### config.mk
export PLATFORM = sky130hd
export DESIGN_NAME = lsq_free_list_mp_flat
export DESIGN_NICKNAME = d
export VERILOG_FILES = /design/src/rtl/lsq_free_list_mp_if.sv /design/src/rtl/lsq_free_list_mp.sv /design/src/flat_wrapper.sv
export SDC_FILE = /design/constraint.sdc
export NUM_CORES = 1
export LEC_CHECK = 0
export ABC_AREA = 1
export BUFFER_PORTS_ARGS = -buffer_cell sky130_fd_sc_hd__buf_2
export CAP_MARGIN = 20
export CORE_ASPECT_RATIO = 1.5
export CORE_MARGIN = 1.5
export CORE_UTILIZATION = 55
export DETAILED_ROUTE_END_ITERATION = 16
export GPL_ROUTABILITY_DRIVEN = 1
export HOLD_SLACK_MARGIN = 0.08
export PLACE_DENSITY = 0.84
export SLEW_MARGIN = 20
export SYNTH_ARGS = -nofsm -noshare
export SYNTH_HDL_FRONTEND = slang
export SYNTH_SLANG_ARGS = --single-unit
export TNS_END_PERCENT = 1
### constraint.sdc
create_clock -name clk -period 6.3 [get_ports clk]
set_clock_uncertainty 0.15 [all_clocks]
set_input_delay 0.63 -clock clk [delete_from_list [all_inputs] [get_ports clk]]
set_output_delay 0.63 -clock clk [all_outputs]
set_load 0.005 [all_outputs]
### src/rtl/lsq_free_list_mp_if.sv
// Dispatch/commit-side bundle for the multi-port LSQ free list.
// master = dispatch/commit driver, slave = the free list itself.
interface lsq_free_list_mp_if #(
    parameter int IDX_W       = 4,
    parameter int DEPTH       = 8,
    parameter int ALLOC_PORTS = 2,
    parameter int REL_PORTS   = 2
);
    localparam int CNT_W = $clog2(DEPTH + 1);

    logic                         flush;
    logic [ALLOC_PORTS-1:0]       alloc_req;
    logic [ALLOC_PORTS-1:0]       alloc_grant;
    logic [ALLOC_PORTS*IDX_W-1:0] alloc_idx;
    logic [REL_PORTS-1:0]         rel_vld;
    logic [REL_PORTS*IDX_W-1:0]   rel_idx;
    logic [CNT_W-1:0]             free_count;
    logic                         empty;
    logic                         full;
    logic                         ovf_err;
    logic                         prot_err;

    modport master (
        output flush, alloc_req, rel_vld, rel_idx,
        input  alloc_grant, alloc_idx, free_count, empty, full, ovf_err, prot_err
    );

    modport slave (
        input  flush, alloc_req, rel_vld, rel_idx,
        output alloc_grant, alloc_idx, free_count, empty, full, ovf_err, prot_err
    );
endinterface

### src/rtl/lsq_free_list_mp.sv
// Multi-port circular free list of LSQ entry indices with explicit occupancy count.
// Grants/indices are combinational from registered state; releases beyond free space are dropped (sticky ovf_err).
module lsq_free_list_mp #(
    parameter int IDX_W       = 4,
    parameter int DEPTH       = 8,
    parameter int ALLOC_PORTS = 2,
    parameter int REL_PORTS   = 2,
    parameter int INIT_BASE   = 0,
    parameter int INIT_STRIDE = 1
) (
    input  logic                clk,
    input  logic                rst,
    lsq_free_list_mp_if.slave   fl
);
    localparam int PTR_W = $clog2(DEPTH);
    localparam int CNT_W = $clog2(DEPTH + 1);

    logic [IDX_W-1:0] mem_q [DEPTH];
    logic [IDX_W-1:0] mem_d [DEPTH];
    logic [PTR_W-1:0] head_q, head_d;
    logic [PTR_W-1:0] tail_q, tail_d;
    logic [CNT_W-1:0] count_q, count_d;
    logic             ovf_q, ovf_d;
    logic             prot_q, prot_d;

    logic [ALLOC_PORTS-1:0]       grant;
    logic [ALLOC_PORTS*IDX_W-1:0] peek;
    logic                         non_thermo;
    int                           g;
    int                           r;
    int                           space;

    function automatic logic [IDX_W-1:0] init_val(input int i);
        int v;
        v = INIT_BASE + i * INIT_STRIDE;
        return v[IDX_W-1:0];
    endfunction

    always_comb begin
        mem_d      = mem_q;
        head_d     = head_q;
        tail_d     = tail_q;
        count_d    = count_q;
        ovf_d      = ovf_q;
        prot_d     = prot_q;
        grant      = '0;
        peek       = '0;
        non_thermo = 1'b0;
        g          = 0;
        r          = 0;
        space      = 0;

        // Grants look only at the registered count; same-cycle releases never help.
        for (int k = 0; k < ALLOC_PORTS; k++) begin
            peek[k*IDX_W +: IDX_W] = mem_q[head_q + PTR_W'(k)];
            if (!fl.flush && fl.alloc_req[k] && (CNT_W'(k) < count_q)) begin
                grant[k] = 1'b1;
                g        = g + 1;
            end
        end

        for (int k = 1; k < ALLOC_PORTS; k++) begin
            if (fl.alloc_req[k] && !fl.alloc_req[k-1]) begin
                non_thermo = 1'b1;
            end
        end

        if (fl.flush) begin
            for (int i = 0; i < DEPTH; i++) begin
                mem_d[i] = init_val(i);
            end
            head_d  = '0;
            tail_d  = '0;
            count_d = CNT_W'(DEPTH);
        end else begin
            // Slots freed by this cycle's grants are reusable by this cycle's releases.
            space = DEPTH - int'(count_q) + g;
            for (int l = 0; l < REL_PORTS; l++) begin
                if (fl.rel_vld[l]) begin
                    if (r < space) begin
                        mem_d[tail_q + PTR_W'(r)] = fl.rel_idx[l*IDX_W +: IDX_W];
                        r = r + 1;
                    end else begin
                        ovf_d = 1'b1;
                    end
                end
            end
            head_d  = head_q + PTR_W'(g);
            tail_d  = tail_q + PTR_W'(r);
            count_d = count_q - CNT_W'(g) + CNT_W'(r);
            if (non_thermo) begin
                prot_d = 1'b1;
            end
        end
    end

    always_ff @(posedge clk or posedge rst) begin
        if (rst) begin
            for (int i = 0; i < DEPTH; i++) begin
                mem_q[i] <= init_val(i);
            end
            head_q  <= '0;
            tail_q  <= '0;
            count_q <= CNT_W'(DEPTH);
            ovf_q   <= 1'b0;
            prot_q  <= 1'b0;
        end else begin
            mem_q   <= mem_d;
            head_q  <= head_d;
            tail_q  <= tail_d;
            count_q <= count_d;
            ovf_q   <= ovf_d;
            prot_q  <= prot_d;
        end
    end

    assign fl.alloc_grant = grant;
    assign fl.alloc_idx   = peek;
    assign fl.free_count  = count_q;
    assign fl.empty       = (count_q == '0);
    assign fl.full        = (count_q == CNT_W'(DEPTH));
    assign fl.ovf_err     = ovf_q;
    assign fl.prot_err    = prot_q;
endmodule

### src/flat_wrapper.sv
// flat-port wrapper written by rule: the top's interface ports become plain ports
module lsq_free_list_mp_flat 
#(
    parameter int IDX_W       = 4,
    parameter int DEPTH       = 8,
    parameter int ALLOC_PORTS = 2,
    parameter int REL_PORTS   = 2,
    parameter int INIT_BASE   = 0,
    parameter int INIT_STRIDE = 1
)
  (clk, rst, fl_flush, fl_alloc_req, fl_rel_vld, fl_rel_idx, fl_alloc_grant, fl_alloc_idx, fl_free_count, fl_empty, fl_full, fl_ovf_err, fl_prot_err);
  lsq_free_list_mp_if #(.IDX_W(IDX_W), .DEPTH(DEPTH), .ALLOC_PORTS(ALLOC_PORTS), .REL_PORTS(REL_PORTS)) fl_i ();
  input  logic clk;
  input  logic rst;
  input wire logic [$bits(fl_i.flush)-1:0] fl_flush;
  input wire logic [$bits(fl_i.alloc_req)-1:0] fl_alloc_req;
  input wire logic [$bits(fl_i.rel_vld)-1:0] fl_rel_vld;
  input wire logic [$bits(fl_i.rel_idx)-1:0] fl_rel_idx;
  output wire logic [$bits(fl_i.alloc_grant)-1:0] fl_alloc_grant;
  output wire logic [$bits(fl_i.alloc_idx)-1:0] fl_alloc_idx;
  output wire logic [$bits(fl_i.free_count)-1:0] fl_free_count;
  output wire logic [$bits(fl_i.empty)-1:0] fl_empty;
  output wire logic [$bits(fl_i.full)-1:0] fl_full;
  output wire logic [$bits(fl_i.ovf_err)-1:0] fl_ovf_err;
  output wire logic [$bits(fl_i.prot_err)-1:0] fl_prot_err;
  assign fl_i.flush = fl_flush;
  assign fl_i.alloc_req = fl_alloc_req;
  assign fl_i.rel_vld = fl_rel_vld;
  assign fl_i.rel_idx = fl_rel_idx;
  assign fl_alloc_grant = fl_i.alloc_grant;
  assign fl_alloc_idx = fl_i.alloc_idx;
  assign fl_free_count = fl_i.free_count;
  assign fl_empty = fl_i.empty;
  assign fl_full = fl_i.full;
  assign fl_ovf_err = fl_i.ovf_err;
  assign fl_prot_err = fl_i.prot_err;
  lsq_free_list_mp #(.IDX_W(IDX_W), .DEPTH(DEPTH), .ALLOC_PORTS(ALLOC_PORTS), .REL_PORTS(REL_PORTS), .INIT_BASE(INIT_BASE), .INIT_STRIDE(INIT_STRIDE)) u_core (.clk(clk), .rst(rst), .fl(fl_i));
endmodule
# Word level (Yosys, flattened, before mapping)
# Index checks and enable logic that the tools add are counted.
[totals]
inputBits = 15
register_bits = 44
elab_cells = 86
[op_classes]
mux = 36
magnitude_cmp = 10
n_reduce_logical = 11
addsub = 10
bitwise = 5
n_eq_ne = 1
[op_table]
columns = ["op", "count"]
rows = [
  ["$mux W32", 9],
  ["$bwmux W32", 2],
  ["$mux W4", 10],
  ["$add A32 B32 Y32", 1],
  ["$lt A1 B32 Y1 const A", 1],
  ["$lt A32 B32 Y1", 1],
  ["$bmux W4 S3", 2],
  ["$demux W4 S3", 2],
  ["$ge A4 B4 Y1 const B", 4],
  ["$not A3 Y4", 4],
  ["$add A3 B3 Y3", 3],
  ["$mux W1", 9],
  ["$lt A1 B4 Y1 const A", 2],
  ["$lt A4 B1 Y1 const B", 2],
  ["$logic_and A1 B1 Y1", 7],
  ["$mux W3", 2],
  ["$sub A4 B4 Y5 const A", 1],
  ["$add A4 B2 Y4 const B", 1],
  ["$add A4 B4 Y4", 1],
  ["$eq A4 B4 Y1 const B", 1],
  ["$logic_not A4 Y1", 1],
  ["$sub A4 B4 Y4", 1],
  ["$add A3 B1 Y3 const B", 1],
  ["$add A1 B1 Y2 const B", 1],
  ["3 further kinds", 4],
]

# Depth between registers and ports, before layout
[logic_depth]
word_depth = 21
ltp_mapped = 34
ltp_nobuf = 32

# Worst setup path after synthesis
# OpenSTA, ideal clock, no wires.
[synth_path]
path_kind = "input -> register"
from = "in fl_flush"
to = "reg u_core.count_q[3], in the netlist u_core.fl.free_count[3]"
arrival_ns = 5.398
path_stages = 32
t_required_ns = 6.064
path_buffers = 4
slack_ns = 0.667
path_cell_list = "clkbuf_1 > inv_1 > clkbuf_1 > clkbuf_1 > nand2_1 > a21oi_1 > ha_1 > ha_1 > fa_1 > nand3_1 > nor2_1 > inv_1 > ha_1 > nand2_1 > nor3_1 > nand2_1 > nor2_1 > nand2_2 > o21bai_4 > buf_4 > nor2_1 > ha_1 > nand2_1 > xnor2_1 > inv_1 > ha_1 > ha_1 > a21o_1 > a21oi_1 > inv_1 > a21oi_1 > o21ai_0"
[synth_via]
elab_chain_cells = 17
[synth_lines]
columns = ["item", "line", "text"]
rows = [
  ["start, declared", "flat_wrapper.sv:15", "input wire logic [$bits(fl_i.flush)-1:0] fl_flush;"],
  ["$logic_not A1 Y1", "lsq_free_list_mp.sv:56", "if (!fl.flush && fl.alloc_req[k] && (CNT_W'(k) < count_q)) begin"],
  ["$logic_and A1 B1 Y1 (2 in series)", "lsq_free_list_mp.sv:56", ""],
  ["$mux W1", "lsq_free_list_mp.sv:56", ""],
  ["$add A1 B1 Y2", "lsq_free_list_mp.sv:58", "g = g + 1;"],
  ["$mux W32", "lsq_free_list_mp.sv:56", ""],
  ["$add A32 B32 Y32", "lsq_free_list_mp.sv:77", "space = DEPTH - int'(count_q) + g;"],
  ["$lt A1 B32 Y1", "lsq_free_list_mp.sv:80", "if (r < space) begin"],
  ["$mux W1", "lsq_free_list_mp.sv:80", ""],
  ["$mux W32", "lsq_free_list_mp.sv:79", "if (fl.rel_vld[l]) begin"],
  ["$mux W32", "lsq_free_list_mp.sv:68", "if (fl.flush) begin"],
  ["$lt A32 B32 Y1 / $add A4 B2 Y4 (equally long branches)", "lsq_free_list_mp.sv:80, lsq_free_list_mp.sv:82", ""],
  ["$mux W4", "lsq_free_list_mp.sv:80", ""],
  ["$mux W4", "lsq_free_list_mp.sv:79", ""],
  ["$mux W4", "lsq_free_list_mp.sv:68", ""],
  ["$add A4 B4 Y4", "lsq_free_list_mp.sv:90", "count_d = count_q - CNT_W'(g) + CNT_W'(r);"],
  ["$mux W4 *", "lsq_free_list_mp.sv:68", ""],
  ["named net u_core.count_d[3]", "lsq_free_list_mp.sv:22", "logic [CNT_W-1:0] count_q, count_d;"],
  ["end signal, assigned", "lsq_free_list_mp.sv:104", "count_q <= CNT_W'(DEPTH);"],
  ["end signal, assigned", "lsq_free_list_mp.sv:111", "count_q <= count_d;"],
  ["end, declared", "lsq_free_list_mp.sv:22", ""],
]
# Mark *: on every way through the listed nets, which the timed path passes. The rest lies on a longest branch. The select of a mux whose other input is x is not followed.
# A chain may end at the register's enable or synchronous reset.

# Final worst setup path
[layout_path]
from = "reg u_core.count_q[3], in the netlist u_core.fl.free_count[3]"
to = "reg u_core.count_q[3], in the netlist u_core.fl.free_count[3]"
[layout_via]
elab_chain_cells = 16
[layout_lines]
columns = ["item", "line"]
rows = [
  ["$lt A1 B4 Y1", "lsq_free_list_mp.sv:56"],
  ["$logic_and A1 B1 Y1", "lsq_free_list_mp.sv:56"],
  ["$mux W1", "lsq_free_list_mp.sv:56"],
  ["$add A1 B1 Y2", "lsq_free_list_mp.sv:58"],
  ["$mux W32", "lsq_free_list_mp.sv:56"],
  ["$add A32 B32 Y32", "lsq_free_list_mp.sv:77"],
  ["$lt A1 B32 Y1", "lsq_free_list_mp.sv:80"],
  ["$mux W1", "lsq_free_list_mp.sv:80"],
  ["$mux W32", "lsq_free_list_mp.sv:79"],
  ["$mux W32", "lsq_free_list_mp.sv:68"],
  ["$lt A32 B32 Y1 / $add A4 B2 Y4 (equally long branches)", "lsq_free_list_mp.sv:80, lsq_free_list_mp.sv:82"],
  ["$mux W4", "lsq_free_list_mp.sv:80"],
  ["$mux W4", "lsq_free_list_mp.sv:79"],
  ["$mux W4", "lsq_free_list_mp.sv:68"],
  ["$add A4 B4 Y4 *", "lsq_free_list_mp.sv:90"],
  ["$mux W4 *", "lsq_free_list_mp.sv:68"],
  ["named net u_core.count_d[3]", "lsq_free_list_mp.sv:22"],
]
# Marked as above.

==> impl_metrics.env <==
export IMPL_status="finished clean"
export IMPL_timing_worst_setup_path_type="flip-flop to flip-flop"
export IMPL_firstDrtPassIters=5
export IMPL_grt_use_total_pct=31.92
export IMPL_cp_max_fo=6
export IMPL_start_kind="flip-flop"
export IMPL_layout_commonest_cell="nand2_1"
export IMPL_ys_seq_elements=44
export IMPL_cts_root_buf="clkbuf_16"
export IMPL_die_h_um=113.0
export IMPL_start_util_pct=57.51
export IMPL_finalCriticalPeriod_ns=5.325
export IMPL_finalMaxSlewViolations=0
export IMPL_clock_latency_ns=0.29
export IMPL_cts_tree="done"
export IMPL_drc_errors=0
export IMPL_critPathMaxStageDelay_ns=0.58
export IMPL_synth_top_cells_by_area="nand2_1 25%, dfrtp_1 17%, o21ai_0 12%, dfstp_2 7.7%, ha_1 7.1%"
export IMPL_rsz0062_at_grt="no"
export IMPL_post_route_period_util_pct=84.52
export IMPL_insertedDiodeCount=0
export IMPL_multi_input_area_mm2=0.002856
export IMPL_die_x_um=76.32
export IMPL_port_buffer_count=32
export IMPL_ys_flop_type="dfrtp_1"
export IMPL_drive_gt1_share_pct=10.33
export IMPL_core_mm2=0.007710
export IMPL_synth_edf_count=0
export IMPL_synth_avg_cell_area_um2=5.912
export IMPL_gp_congestion=0.9205
export IMPL_cts_max_level=2
export IMPL_synth_cell_area_mm2=0.004434
export IMPL_grt_overflow=0
export IMPL_antenna_found_initial=0
export IMPL_tns_ns=0
export IMPL_fin_area_mm2=0.004796
export IMPL_regArea_mm2=0.001117
export IMPL_io_pins=33
export IMPL_dr_first_iter_drc_count=332
export IMPL_setup_viol=0
export IMPL_leakage_nw=2.684
export IMPL_drtAntennaViolNets=0
export IMPL_grt_max_degree=47
export IMPL_clk_pin_slew_ns=0.07
export IMPL_yosysUniqueCellTypes=34
export IMPL_instances_no_fill=867
export IMPL_required_ns=6.37
export IMPL_place_hpwl_um=9377
export IMPL_num_vias=4902
export IMPL_grt_pass1_vias=4766
export IMPL_hold_buffers=0
export IMPL_synthToLayoutAreaGrowth_pct=8.155
export IMPL_synth_cells=750
export IMPL_grt_pass1_wl_um=22140
export IMPL_postCtsResizedCells=0
export IMPL_ys_seq_area_share_pct=25.20
export IMPL_yosysTopAreaCell="nand2_1"
export IMPL_cts_path_max_buffers=2
export IMPL_max_vdd_ir_drop_v=0.0002495
export IMPL_cts_sinks=44
export IMPL_dpl_cell_area_mm2=0.004628
export IMPL_worstMarginPinSlew_ns=0.9758
export IMPL_hold_viol=0
export IMPL_rows=39
export IMPL_ys_warn_count=0
export IMPL_die_area_mm2=0.008621
export IMPL_fillers=777
export IMPL_wl_per_cell_um=15.19
export IMPL_final_cell_mix="290 x nand2_1, 102 x o21ai_0, 82 x inv_1, 51 x a21oi_1, 43 x nor2_1"
export IMPL_arrival_ns=5.39
export IMPL_cts_buffers_inserted=5
export IMPL_clock_fmax_mhz=187.8
export IMPL_post_cts_buffers=0
export IMPL_synth_top_cell_area_share_pct=24.55
export IMPL_placed_cells=859
export IMPL_postSynth_asyncResetShare_pct=100.0
export IMPL_viasPerCell=5.654
export IMPL_powerDensity_mw_per_mm2=478.7
export IMPL_drv_cap=0
export IMPL_synth_fp_nets=793
export IMPL_final_nets=807
export IMPL_endpoint_kind="flip-flop"
export IMPL_p_total_mw=2.296
export IMPL_critPathMostFrequentCell="ha_1"
export IMPL_routed_wl_um=13170
export IMPL_slew_headroom_pct=34.76
export IMPL_crit_path_top_delay_cell="dfstp_2"
export IMPL_hold_class="flip-flop to flip-flop"
[routing by layer]
| metal | up-vias | wire [µm] | global-route usage, % |
|---|---|---|---|
| met2 | 242 | 6647 | 57.74 |
| met1 | 2188 | 4799 | 35.50 |
| met4 | 0 | 649 | 19.63 |
| li1 | 2421 | - | - |
| met3 | 51 | 1070 | 3.710 |
| met5 | - | 0 | 0 |
[kinds of logic (layout without fill, tap and decap cells)]
logic type | Yosys count | after routing | synth area share [%]
simple gates | 386 | 386 | 34.76
flops | 44 | 44 | 25.20
xor+xnor | 4 | 4 | 0.7902
fa+ha+maj | 28 | 28 | 8.409
compound gates | 171 | 171 | 20.46
buf+inv | 117 | 132 | 10.38
[metrics by stage]
step	utilization, %	setup slack [ns]	hold WS (ns)
after floorplan	-	0.6669	0.3178
after global placement	60.03	1.235	0.3064
after detailed placement	60.03	0.9821	0.3150
after CTS	62.20	0.9900	0.3335
after global routing	62.20	0.4575	0.3836
final	62.20	0.9750	0.3269
[layout make-up]
type / count / area share, %
Clock buffer: 5 / 2.609
Clock inverter: 3 / 0.8870
Inverter: 87 / 6.861
Multi-Input combinational cell: 589 / 59.56
Sequential cell: 44 / 23.30
Tap cell: 102 / 2.661
Timing Repair Buffer: 37 / 4.122
[worst max-delay path: cells and delay by family, from the launching register on]
family	cells	cell delay, ns
XOR/XNOR	1	0.14
buffers and inverters	6	0.38
AND/OR/NAND/NOR	12	1.19
adder cells (fa/ha/maj)	8	2.13
AO/OA/AOI/OAI	5	0.66
flip-flops	1	0.58
[worst paths after layout]
check / to / slack [ns] / startpoint / depth (start not counted)
max in group asynchronous: u_core.mem_q[13] / 4.99 / rst / 2
max reg2reg: u_core.fl.free_count[3] / 0.97 / u_core.fl.free_count[3] / 32
min: u_core.fl.ovf_err / 0.33 / u_core.fl.ovf_err / 1
max: u_core.fl.free_count[3] / 0.97 / u_core.fl.free_count[3] / 32
min in group asynchronous: u_core.mem_q[31] / 0.40 / rst / 2
min reg2reg: u_core.fl.ovf_err / 0.33 / u_core.fl.ovf_err / 1
[where the power goes]
part           internal (mW)  switching, mW
clock network          0.187          0.122
registers              0.379         0.0796
logic                  0.533          0.996
total                   1.10           1.20
[cells in the mapped netlist (2+ instances only)]
cell / number
inv_1: 83
nor2_1: 43
o21bai_1: 3
clkbuf_1: 20
fa_1: 3
a221oi_1: 2
a21oi_1: 51
xnor2_1: 2
nand2_2: 12
dfrtp_1: 31
buf_4: 2
a31oi_1: 6
a32oi_1: 2
nor2_2: 2
ha_1: 25
inv_2: 2
dfstp_2: 13
nand2_1: 290
o21ai_0: 102
buf_2: 3
o211ai_1: 2
nand3_1: 35
buf_1: 4
xor2_1: 2
[flip-flops by register name, indices dropped and copies added, names as in the netlist]
name / count
u_core.fl.free_count: 4
u_core.fl.ovf_err: 1
u_core.fl.prot_err: 1
u_core.head_q: 3
u_core.mem_q: 32
u_core.tail_q: 3
Power figures use the tool's default switching activity.
